===== src/rtl/au_order_sched.sv =====
// Arbitrates the AU local program sequencer between the operation unit and the io unit,
// keeping one order in flight, with per-order watchdog and clear-A abort.
module au_order_sched #(
    parameter int unsigned TIMEOUT_CYCLES = 127,
    parameter int unsigned CNT_W          = 7,
    parameter int unsigned RR_EN          = 1
) (
    input  logic       clk,
    input  logic       reset,
    input  logic       clear_a_from_pu,
    input  logic       op_req_from_op,
    input  logic [2:0] op_code_from_op,
    input  logic       io_req_from_io,
    input  logic       au_answer_from_au,
    input  logic       io_answer_from_au,
    output logic       order_add_to_au,
    output logic       order_sub_to_au,
    output logic       order_mul_to_au,
    output logic       order_div_to_au,
    output logic       order_and_to_au,
    output logic       order_io_to_au,
    output logic       op_grant_to_op,
    output logic       io_grant_to_io,
    output logic       op_done_to_op,
    output logic       io_done_to_io,
    output logic       op_illegal_to_op,
    output logic       busy_to_pu,
    output logic       timeout_err_to_pnl
);

    typedef enum logic [4:0] {
        S_IDLE  = 5'b00001,
        S_ISSUE = 5'b00010,
        S_WAIT  = 5'b00100,
        S_DONE  = 5'b01000,
        S_ERR   = 5'b10000
    } state_t;

    localparam logic [CNT_W-1:0] TIMEOUT_C = CNT_W'(TIMEOUT_CYCLES);
    localparam logic [2:0]       CODE_IO   = 3'd7;

    state_t           state_q, state_d;
    logic             owner_io_q, owner_io_d;
    logic [2:0]       code_q, code_d;
    logic [CNT_W-1:0] cnt_q, cnt_d;
    logic             err_q, err_d;
    logic             rr_io_q, rr_io_d;
    logic [CNT_W-1:0] cnt_inc;
    logic             pick_io;
    logic             owner_answer;

    assign cnt_inc      = cnt_q + 1'b1;
    // On a tie io wins only when round-robin points at it, or when fixed priority is selected.
    assign pick_io      = io_req_from_io && (!op_req_from_op || (RR_EN == 0) || rr_io_q);
    assign owner_answer = owner_io_q ? io_answer_from_au : au_answer_from_au;

    always_comb begin
        state_d    = state_q;
        owner_io_d = owner_io_q;
        code_d     = code_q;
        cnt_d      = cnt_q;
        err_d      = err_q;
        rr_io_d    = rr_io_q;
        if (clear_a_from_pu) begin
            state_d = S_IDLE;
            cnt_d   = '0;
            err_d   = 1'b0;
        end else begin
            case (state_q)
                S_IDLE: begin
                    if (op_req_from_op || io_req_from_io) begin
                        state_d    = S_ISSUE;
                        owner_io_d = pick_io;
                        code_d     = pick_io ? CODE_IO : op_code_from_op;
                        if (RR_EN != 0) rr_io_d = !pick_io;
                    end
                end
                S_ISSUE: begin
                    cnt_d   = '0;
                    state_d = (!owner_io_q && (code_q > 3'd4)) ? S_IDLE : S_WAIT;
                end
                S_WAIT: begin
                    if (owner_answer) begin
                        state_d = S_DONE;
                    end else begin
                        cnt_d = cnt_inc;
                        if (cnt_inc == TIMEOUT_C) begin
                            state_d = S_ERR;
                            err_d   = 1'b1;
                        end
                    end
                end
                S_DONE:  state_d = S_IDLE;
                S_ERR:   state_d = S_ERR;
                default: state_d = S_IDLE;
            endcase
        end
    end

    always_ff @(posedge clk) begin
        if (reset) begin
            state_q    <= S_IDLE;
            owner_io_q <= 1'b0;
            code_q     <= '0;
            cnt_q      <= '0;
            err_q      <= 1'b0;
            rr_io_q    <= 1'b0;
        end else begin
            state_q    <= state_d;
            owner_io_q <= owner_io_d;
            code_q     <= code_d;
            cnt_q      <= cnt_d;
            err_q      <= err_d;
            rr_io_q    <= rr_io_d;
        end
    end

    logic issue_op, issue_io;
    assign issue_op = (state_q == S_ISSUE) && !owner_io_q;
    assign issue_io = (state_q == S_ISSUE) && owner_io_q;

    assign order_add_to_au    = issue_op && (code_q == 3'd0);
    assign order_sub_to_au    = issue_op && (code_q == 3'd1);
    assign order_mul_to_au    = issue_op && (code_q == 3'd2);
    assign order_div_to_au    = issue_op && (code_q == 3'd3);
    assign order_and_to_au    = issue_op && (code_q == 3'd4);
    assign order_io_to_au     = issue_io;
    assign op_grant_to_op     = issue_op;
    assign io_grant_to_io     = issue_io;
    assign op_illegal_to_op   = issue_op && (code_q > 3'd4);
    assign op_done_to_op      = (state_q == S_DONE) && !owner_io_q;
    assign io_done_to_io      = (state_q == S_DONE) && owner_io_q;
    assign busy_to_pu         = (state_q != S_IDLE);
    assign timeout_err_to_pnl = err_q;

endmodule


===== config.mk =====
export PLATFORM = sky130hd
export DESIGN_NAME = au_order_sched
export DESIGN_NICKNAME = d
export VERILOG_FILES = /design/src/rtl/au_order_sched.sv
export SDC_FILE = /design/constraint.sdc
export NUM_CORES = 1
export LEC_CHECK = 0
export CAP_MARGIN = 25
export CORE_UTILIZATION = 49
export CTS_CLUSTER_DIAMETER = 80
export DETAILED_ROUTE_END_ITERATION = 10
export PLACE_DENSITY = 0.79
export SYNTH_ARGS = -nofsm -noshare
export SYNTH_HDL_FRONTEND = slang
export SYNTH_SLANG_ARGS = --single-unit

===== constraint.sdc =====
create_clock -name clk -period 2.7 [get_ports clk]
set_input_delay 0.54 -clock clk [delete_from_list [all_inputs] [get_ports clk]]
set_output_delay 0.54 -clock clk [all_outputs]
set_load 0.03 [all_outputs]

# Yosys cells after proc, flatten, opt, wreduce, memory -nomap -nowiden
# Index checks and enable logic that the tools add are counted.
[word_totals]
inputBits = 10
out_inout_bits = 13
regBits = 18
[classes]
mux = 9
n_reduce_logical = 24
n_eq_ne = 14
add_sub_neg = 1
bitwise = 2
magnitude_cmp = 1
[op_table]
columns = ["cell", "count"]
rows = [
  ["5-bit case mux with 4 select lines", 1],
  ["5-bit 2-to-1 mux", 3],
  ["7-bit case mux with 2 select lines", 1],
  ["1-bit logical AND", 12],
  ["7-bit by 1-bit adder with 7-bit output, second input constant", 1],
  ["7-bit == test, second input constant", 1],
  ["7-bit 2-to-1 mux", 1],
  ["3-bit by 2-bit == test with 1-bit output, second input constant", 2],
  ["3-bit 2-to-1 mux", 2],
  ["3-bit AND reduction", 2],
  ["5-bit by 1-bit == test with 1-bit output, second input constant", 1],
  ["5-bit by 2-bit == test with 1-bit output, second input constant", 1],
  ["5-bit by 3-bit == test with 1-bit output, second input constant", 1],
  ["5-bit by 4-bit == test with 1-bit output, second input constant", 1],
  ["5-bit == test, second input constant", 1],
  ["5-bit by 1-bit != test with 1-bit output, second input constant", 1],
  ["2-bit != test, second input constant", 2],
  ["2-bit AND reduction", 2],
  ["3-bit by 1-bit == test with 1-bit output, second input constant", 1],
  ["3-bit == test, second input constant", 1],
  ["3-bit greater-than comparator, second input constant", 1],
  ["1-bit logical NOT", 3],
  ["3-bit logical NOT", 1],
  ["3-bit != test, second input constant", 1],
  ["5 further kinds", 7],
]

# Depth between registers and ports, before layout
# Gate-level depths: netlist of the first run.
[depth]
word_depth = 5
mapped_depth = 6
ltp_nobuf = 5

# Least setup slack after synthesis of the first run
# OpenSTA, ideal clock, no wires.
[synth_timing]
path_type = "register -> output"
startpoint = "register state_q[3]"
endpoint = "output order_and_to_au"
arrival_time_ns = 2.282
stages_incl_launch_ff = 7
setup_slack_ns = -0.122
cell_sequence = "dfxtp_1 clkbuf_1 or3_2 or2_2 clkbuf_1 nor2_1 and3_1"
[synth_between]
elab_chain_len = 3
[synth_rtl]
columns = ["item", "line", "rtl"]
rows = [
  ["start, declared", "42", "state_t state_q, state_d;"],
  ["start signal, assigned", "109", "state_q <= state_d;"],
  ["5-bit by 2-bit == test with 1-bit output", "119", "assign issue_op = (state_q == S_ISSUE) && !owner_io_q;"],
  ["1-bit logical AND", "119", ""],
  ["via op_grant_to_op", "22", "output logic op_grant_to_op,"],
  ["1-bit logical AND", "126", "assign order_and_to_au = issue_op && (code_q == 3'd4);"],
  ["end, declared", "20", "output logic order_and_to_au,"],
]
# The timed path passes the listed nets, and every way through them passes these cells.

# Worst setup path after layout of the first run
[layout_timing]
startpoint = "register state_q[2]"
endpoint = "output op_grant_to_op"
[layout_between]
elab_chain_len = 2
[layout_rtl]
columns = ["item", "line"]
rows = [
  ["5-bit by 2-bit == test with 1-bit output", "119"],
  ["1-bit logical AND", "119"],
  ["end, declared", "22"],
]
# No other way between the ends.

==> out/metrics.csv, run 1 <==
stage,metric,value,unit
sta,max_freq,384,MHz
floorplan,chipWidth,48.0,um
synth,synth_top_area_share,34.7,%
sta,worst_pin_slew,0.396,ns
floorplan,num_rows,16,
worst_setup_path,cp.required,2.16,ns
detailed_routing,initialDrtViolationCount,24,
synth,yosysWarnings,0,
sta,report.final.slew_viol_count,0,
floorplan,initial_core_util,52.3,%
cells_and_area,layout-drive-gt1-share,16.5,%
floorplan,die_h,48.0,um
global_routing,grt_pass1_wl,4000,um
worst_setup_path,r2r-start,state_q[0]$_SDFFE_PP1P_,
worst_setup_path,start_kind,flip-flop,
worst_setup_path,regToRegSetupSlack,0.54,ns
placement,gp_congestion,0.820,
clock_tree,clock-sinks,18,
global_routing,overflow,0,
cells_and_area,final_cell_mix,"dfxtp_1 (18), nand2_1 (15), clkdlybuf4s50_1 (13), nor2_1 (11), buf_4 (11)",
sta,hold_viol,0,
cells_and_area,nNetsFinal,172,
sta,maxSlewHeadroom,73.5,%
cells_and_area,final_common_cell,dfxtp_1,
power,clkPwrFrac,27.1,%
power,seq_power_share,57.9,%
clock_tree,cts_hold_buf,0,
min_path,min_to,timeout_err_to_pnl$_SDFFE_PP0P_,
synth,netlist_instances,133,
clock_tree,postCtsSetupBuffers,0,
power,combPwrFrac,15.0,%
synth,yosysTopAreaCell,dfxtp_1,
detailed_routing,routedWlPerCell,14.1,um
clock_tree,clk_path_buf_depth,2,
min_path,holdCritPathClass,reg -> reg,
min_path,hold_depth,2,
detailed_routing,drc,0,
worst_setup_path,r2r_end,cnt_q[6]$_SDFFE_PP0P_,
detailed_routing,final_antenna_net_count,0,
sta,fin_crit_sh,96.4,%
floorplan,die_area,2300,um2
worst_setup_path,critical_path_class,reg -> out,
worst_setup_path,worstPathArrival,2.06,ns
min_path,min_from,timeout_err_to_pnl$_SDFFE_PP0P_,
placement,hpwl,1970,um
power,power.switching,132,uW
worst_setup_path,cp_slowest_stage_delay,0.54,ns
detailed_routing,detailedRoute.firstPassIterationCount,4,
global_routing,antenna_found_initial,0,
sta,setup_tns,0,ns
clock_tree,post_cts_resized,4,
outcome,status,"complete, no violations",
power,pwr_density_cell,378,nW/um2
cells_and_area,utilization,65.9,%
clock_tree,cts_tree,yes,
worst_setup_path,r2r_cells,5,
worst_setup_path,cp_cell_sequence,"or3_2, or2_2, nor2_2, dlygate4sd2_1",
sta,finalSetupViolCount,0,
clock_tree,htree_levels,1,
global_routing,grt_max_degree,11,
detailed_routing,vias_per_cell,5.77,
synth,postSynthAreaPerCell,7.80,um2
synth,synthesis.area,1040,um2
clock_tree,cts-root-buf,clkbuf_4,
placement,port_buffers,22,
job,maxCapViolCount,0,
synth,synth_cell_types,37,
clock_tree,clock_latency,0.29,ns
detailed_routing,via_count,1068,
sta,finalCriticalPeriod,2.60,ns
detailed_routing,drt_wl_total,2610,um
synth,yosys-top-cells-area,"dfxtp_1 (35%), nand2_1 (5.4%), o21ai_0 (4.8%)",
power,internal-power,361,uW
cells_and_area,fin_area,1310,um2
clock_tree,cts_inserted_buffers,3,
cells_and_area,nFillCells,182,
cells_and_area,syn_to_final_growth,25.9,%
synth,synth_seq_area_share,34.7,%
worst_setup_path,worstPathMaxFanout,6,
sta,rsz0062_at_grt,false,
placement,place_area,1290,um2
sta,clock_skew,0.00583,ns
synth,synth-seq-cells,18,
global_routing,grt_pass1_vias,876,
synth,synth.net_count,145,
sta,holdWs,0.468,ns
power,p_leak,0.000506,uW
power,peakVddDrop,241,uV
worst_setup_path,cp_slowest_cell,or3_2,
clock_tree,path_clk_slew,0.10,ns
floorplan,ioPinCount,23,
power,swShare,26.8,%
cells_and_area,n_antenna_cell,0,
floorplan,design.core.area,1980,um2
global_routing,track_usage,24.9,%
worst_setup_path,cp-end-kind,output pin,
-- power groups by stage --
stage | clock, uW | sequential [uW] | combinational, uW
2_1_floorplan | 0 | 289 | 41.1
3_3_place_gp | 0 | 291 | 70.8
3_5_place_dp | 0 | 292 | 72.9
4_1_cts | 140 | 286 | 72.9
5_1_grt | 145 | 288 | 81.3
6_report | 134 | 286 | 74.0
-- cell type report --
type / count / area (um2) / share of cell area, %
clock buffers: 3 / 22.5 / 1.72
inverters: 4 / 15.0 / 1.15
multi-input cells: 105 / 634 / 48.6
flip-flops and latches: 18 / 360 / 27.6
well taps: 27 / 33.8 / 2.59
repair buffers: 28 / 240 / 18.4
-- worst max path at each step --
stage,startpoint,cells past startpoint,endpoint
3_5_place_dp,state_q[2]$_SDFFE_PP0P_,4,io_grant_to_io
4_1_cts,state_q[2]$_SDFFE_PP0P_,4,order_div_to_au
5_1_grt,state_q[2]$_SDFFE_PP0P_,4,op_grant_to_op
3_3_place_gp,state_q[2]$_SDFFE_PP0P_,4,io_grant_to_io
2_1_floorplan,state_q[3]$_SDFFE_PP0P_,6,order_io_to_au
6_report,state_q[2]$_SDFFE_PP0P_,4,op_grant_to_op
-- registers in the layout (all words and copies together) (netlist names) --
signal and cells:
cnt_q 7, code_q 3, owner_io_q 1, rr_io_q 1, state_q 5, timeout_err_to_pnl 1
-- kinds of logic after synthesis --
logic type	after synthesis	share of synthesized area, %
simple gates	69	36.1
compound gates	31	19.1
fa+ha+maj	2	2.41
flops	18	34.7
xor+xnor	2	1.69
buf+inv	10	4.94
mux	1	1.09
-- routing by layer --
layer	wire length [um]	GRT usage, %	vias up
li1	-	-	545
met1	1240	33.9	501
met2	1290	40.3	20
met3	64	2.26	2
met4	14	10.0	0
met5	0	0	-
-- cell usage after synthesis, drive strengths merged --
master,number
or2,4
nor2,12
o211ai,2
a211o,1
o211a,2
and3,2
clkbuf,3
and3b,1
dfxtp,18
a311o,1
and4bb,1
or4b,1
and4b,2
or3,4
nand2,15
nor3b,2
xor2,2
nor4,6
ha,2
o22ai,3
a21o,1
nand2b,4
nor3,5
nand4b,1
o21ai,10
buf,3
a21oi,4
and2,1
inv,4
a31oi,5
mux2,1
nand3,8
a21boi,2
-- through the flow --
stage	setup WS [ns]	instances	power [uW]
floorplan	0.0212	133	330
global placement	0.175	182	361
detailed placement	0.111	182	365
CTS	0.0405	185	499
global route	0.00697	185	514
finish	0.0960	185	493
-- worst max-delay path, delay by kind of cell, from the launching register on --
kind	cells	cell delay, ns
buf+inv	1	0.41
flops	1	0.35
simple gates	3	1.02
Note: power is estimated with default switching activity, not from simulation.
==> run 2: changes to the inputs <==
--- a/config.mk
+++ b/config.mk
@@ -5,7 +5,9 @@
 export SDC_FILE = /design/constraint.sdc
 export NUM_CORES = 1
 export LEC_CHECK = 0
+export ABC_CLOCK_PERIOD_IN_PS = 2700
 export CAP_MARGIN = 25
+export CORE_MARGIN = 2
 export CORE_UTILIZATION = 49
 export CTS_CLUSTER_DIAMETER = 80
 export DETAILED_ROUTE_END_ITERATION = 10
==> run 2 against run 1 <==
  * Clock skew shrank 0.0036 ns
  * Die area increased by 8.5%
  * Register-to-register slack got worse by 0.02 ns
  * Non-clock buffer count unchanged
  * Count of clock-buffer cells in the layout stayed put
  * Fmax down 2.7%
  * Highest routed layer unchanged
==> out/metrics.csv, run 2 (synthesis gave the netlist of run 1 again) <==
stage,metric,value,unit
placement,numPlacedInstances,182,
clock_tree,cts-root-buf,clkbuf_4,
clock_tree,postCtsSetupBuffers,0,
cells_and_area,n_antenna_cell,0,
placement,hpwl,1930,um
sta,holdWs,0.469,ns
global_routing,track_usage,20.5,%
sta,worst_pin_slew,0.389,ns
cells_and_area,fin_cells,185,
worst_setup_path,worstPathMaxFanout,6,
floorplan,ioPinCount,23,
power,peakVddDrop,274,uV
cells_and_area,syn_to_final_growth,26.7,%
clock_tree,htree_levels,1,
detailed_routing,initialDrtViolationCount,34,
cells_and_area,fin_area,1310,um2
global_routing,overflow,0,
floorplan,num_rows,16,
cells_and_area,multi_input_area,634,um2
detailed_routing,drt_wl_total,2530,um
cells_and_area,layout-drive-gt1-share,15.2,%
cells_and_area,nNetsFinal,172,
cells_and_area,biggestRegsByFlops,"cnt_q (7), state_q (5), code_q (3)",
sta,max_freq,374,MHz
power,power.switching,131,uW
worst_setup_path,critical_path_class,reg -> out,
cells_and_area,nFillCells,173,
floorplan,design.core.area,1980,um2
cells_and_area,final_common_cell,dfxtp_1,
clock_tree,cts_tree,yes,
outcome,status,"complete, no violations",
power,p_leak,0.000513,uW
cells_and_area,regMostFlops,cnt_q,
clock_tree,clock_latency,0.29,ns
detailed_routing,vias_per_cell,5.92,
power,clkPwrFrac,27.2,%
worst_setup_path,cp.required,2.16,ns
cells_and_area,largest_reg_flops,7,
detailed_routing,routedWlPerCell,13.6,um
clock_tree,clk_path_buf_depth,2,
sta,hold_viol,0,
power,p_total,493,uW
worst_setup_path,start_kind,flip-flop,
global_routing,antenna_found_initial,0,
sta,clock_skew,0.00219,ns
min_path,min_from,timeout_err_to_pnl$_SDFFE_PP0P_,
worst_setup_path,r2r-start,state_q[0]$_SDFFE_PP1P_,
cells_and_area,final_cell_mix,"dfxtp_1 (18), nand2_1 (15), clkdlybuf4s50_1 (13), nor2_1 (11), buf_4 (11)",
floorplan,die_h,50.0,um
global_routing,grt_pass1_vias,922,
sta,fin_crit_sh,99.1,%
floorplan,die_area,2500,um2
min_path,holdCritPathClass,reg -> reg,
sta,report.final.slew_viol_count,0,
detailed_routing,drc,0,
floorplan,chipWidth,50.0,um
placement,place_area,1290,um2
floorplan,initial_core_util,52.3,%
detailed_routing,via_count,1095,
power,seq_power_share,58.0,%
cells_and_area,seq_area,360,um2
sta,finalSetupViolCount,0,
power,swShare,26.6,%
worst_setup_path,cp-end-kind,output pin,
detailed_routing,final_antenna_net_count,0,
sta,maxSlewHeadroom,73.9,%
placement,port_buffers,22,
global_routing,grt_max_degree,11,
power,pwr_density_cell,375,nW/um2
clock_tree,clock-sinks,18,
worst_setup_path,worstPathArrival,2.14,ns
job,maxCapViolCount,0,
cells_and_area,utilization,66.3,%
power,combPwrFrac,14.8,%
clock_tree,cts_inserted_buffers,3,
sta,finalCriticalPeriod,2.68,ns
placement,gp_congestion,0.819,
clock_tree,path_clk_slew,0.10,ns
worst_setup_path,startpoint,state_q[2]$_SDFFE_PP0P_,
detailed_routing,detailedRoute.firstPassIterationCount,4,
global_routing,grt_pass1_wl,3980,um
power,internal-power,361,uW
==> run 2: cell count changes in the layout (fill, tap and decap cells not counted) <==
| cell | before | now |
|---|---|---|
| dlygate4sd2_1 | 2 | 4 |
| clkbuf_2 | 2 | 0 |
==> run 2: worst paths after layout <==
| path | endpoint | slack, ns | depth (start not counted) |
|---|---|---|---|
| worst max-delay path | io_grant_to_io | 0.02 | 4 |
| worst min-delay path | timeout_err_to_pnl$_SDFFE_PP0P_ | 0.47 | 2 |
| worst min register to register | timeout_err_to_pnl$_SDFFE_PP0P_ | 0.47 | 2 |
| worst max register to register | cnt_q[6]$_SDFFE_PP0P_ | 0.52 | 5 |
==> run 2: cell type report <==
| cell class | instances | share of cell area, % |
|---|---|---|
| sequential | 18 | 27.4 |
| clock buffer | 3 | 1.71 |
| inverter | 4 | 1.14 |
| tap | 27 | 2.57 |
| multi-input combinational | 105 | 48.3 |
| timing repair buffer | 28 | 18.9 |
==> run 2: power groups by stage <==
stage | logic [uW] | registers [uW] | clock network [uW]
global placement | 70.6 | 291 | 0
detailed placement | 72.3 | 291 | 0
global route | 80.0 | 287 | 146
CTS | 72.3 | 285 | 134
floorplan | 41.1 | 289 | 0
finish | 73.1 | 286 | 134
==> run 2: worst max-delay path: stages, from the launching register on <==
cell and delay (ns):
dfxtp_1 0.35, or3_2 0.54, or2_2 0.36, nor2_1 0.15, dlygate4sd2_1 0.43
==> run 2: layer usage <==
metal	up-vias	wire, um	share of wire [%]	track usage (%)
li1	541	-	-	-
met1	504	1140	45	27.9
met2	44	1200	48	32.2
met3	6	145	5.7	1.82
met4	0	40	1.6	9.72
met5	-	0	0	0
==> run 2: what timing repair did <==
item                       4_1_cts  5_1_grt
hold buffers                     0        0
gates resized for setup          4        1
setup endpoints to repair        4        1
==> run 2: stage by stage <==
stage | worst slack, ns | TNS, ns
2_1_floorplan | 0.0212 | 0
5_1_grt | -0.00895 | -0.0110
3_3_place_gp | 0.172 | 0
3_5_place_dp | 0.0979 | 0
4_1_cts | 0.0628 | 0
6_report | 0.0233 | 0
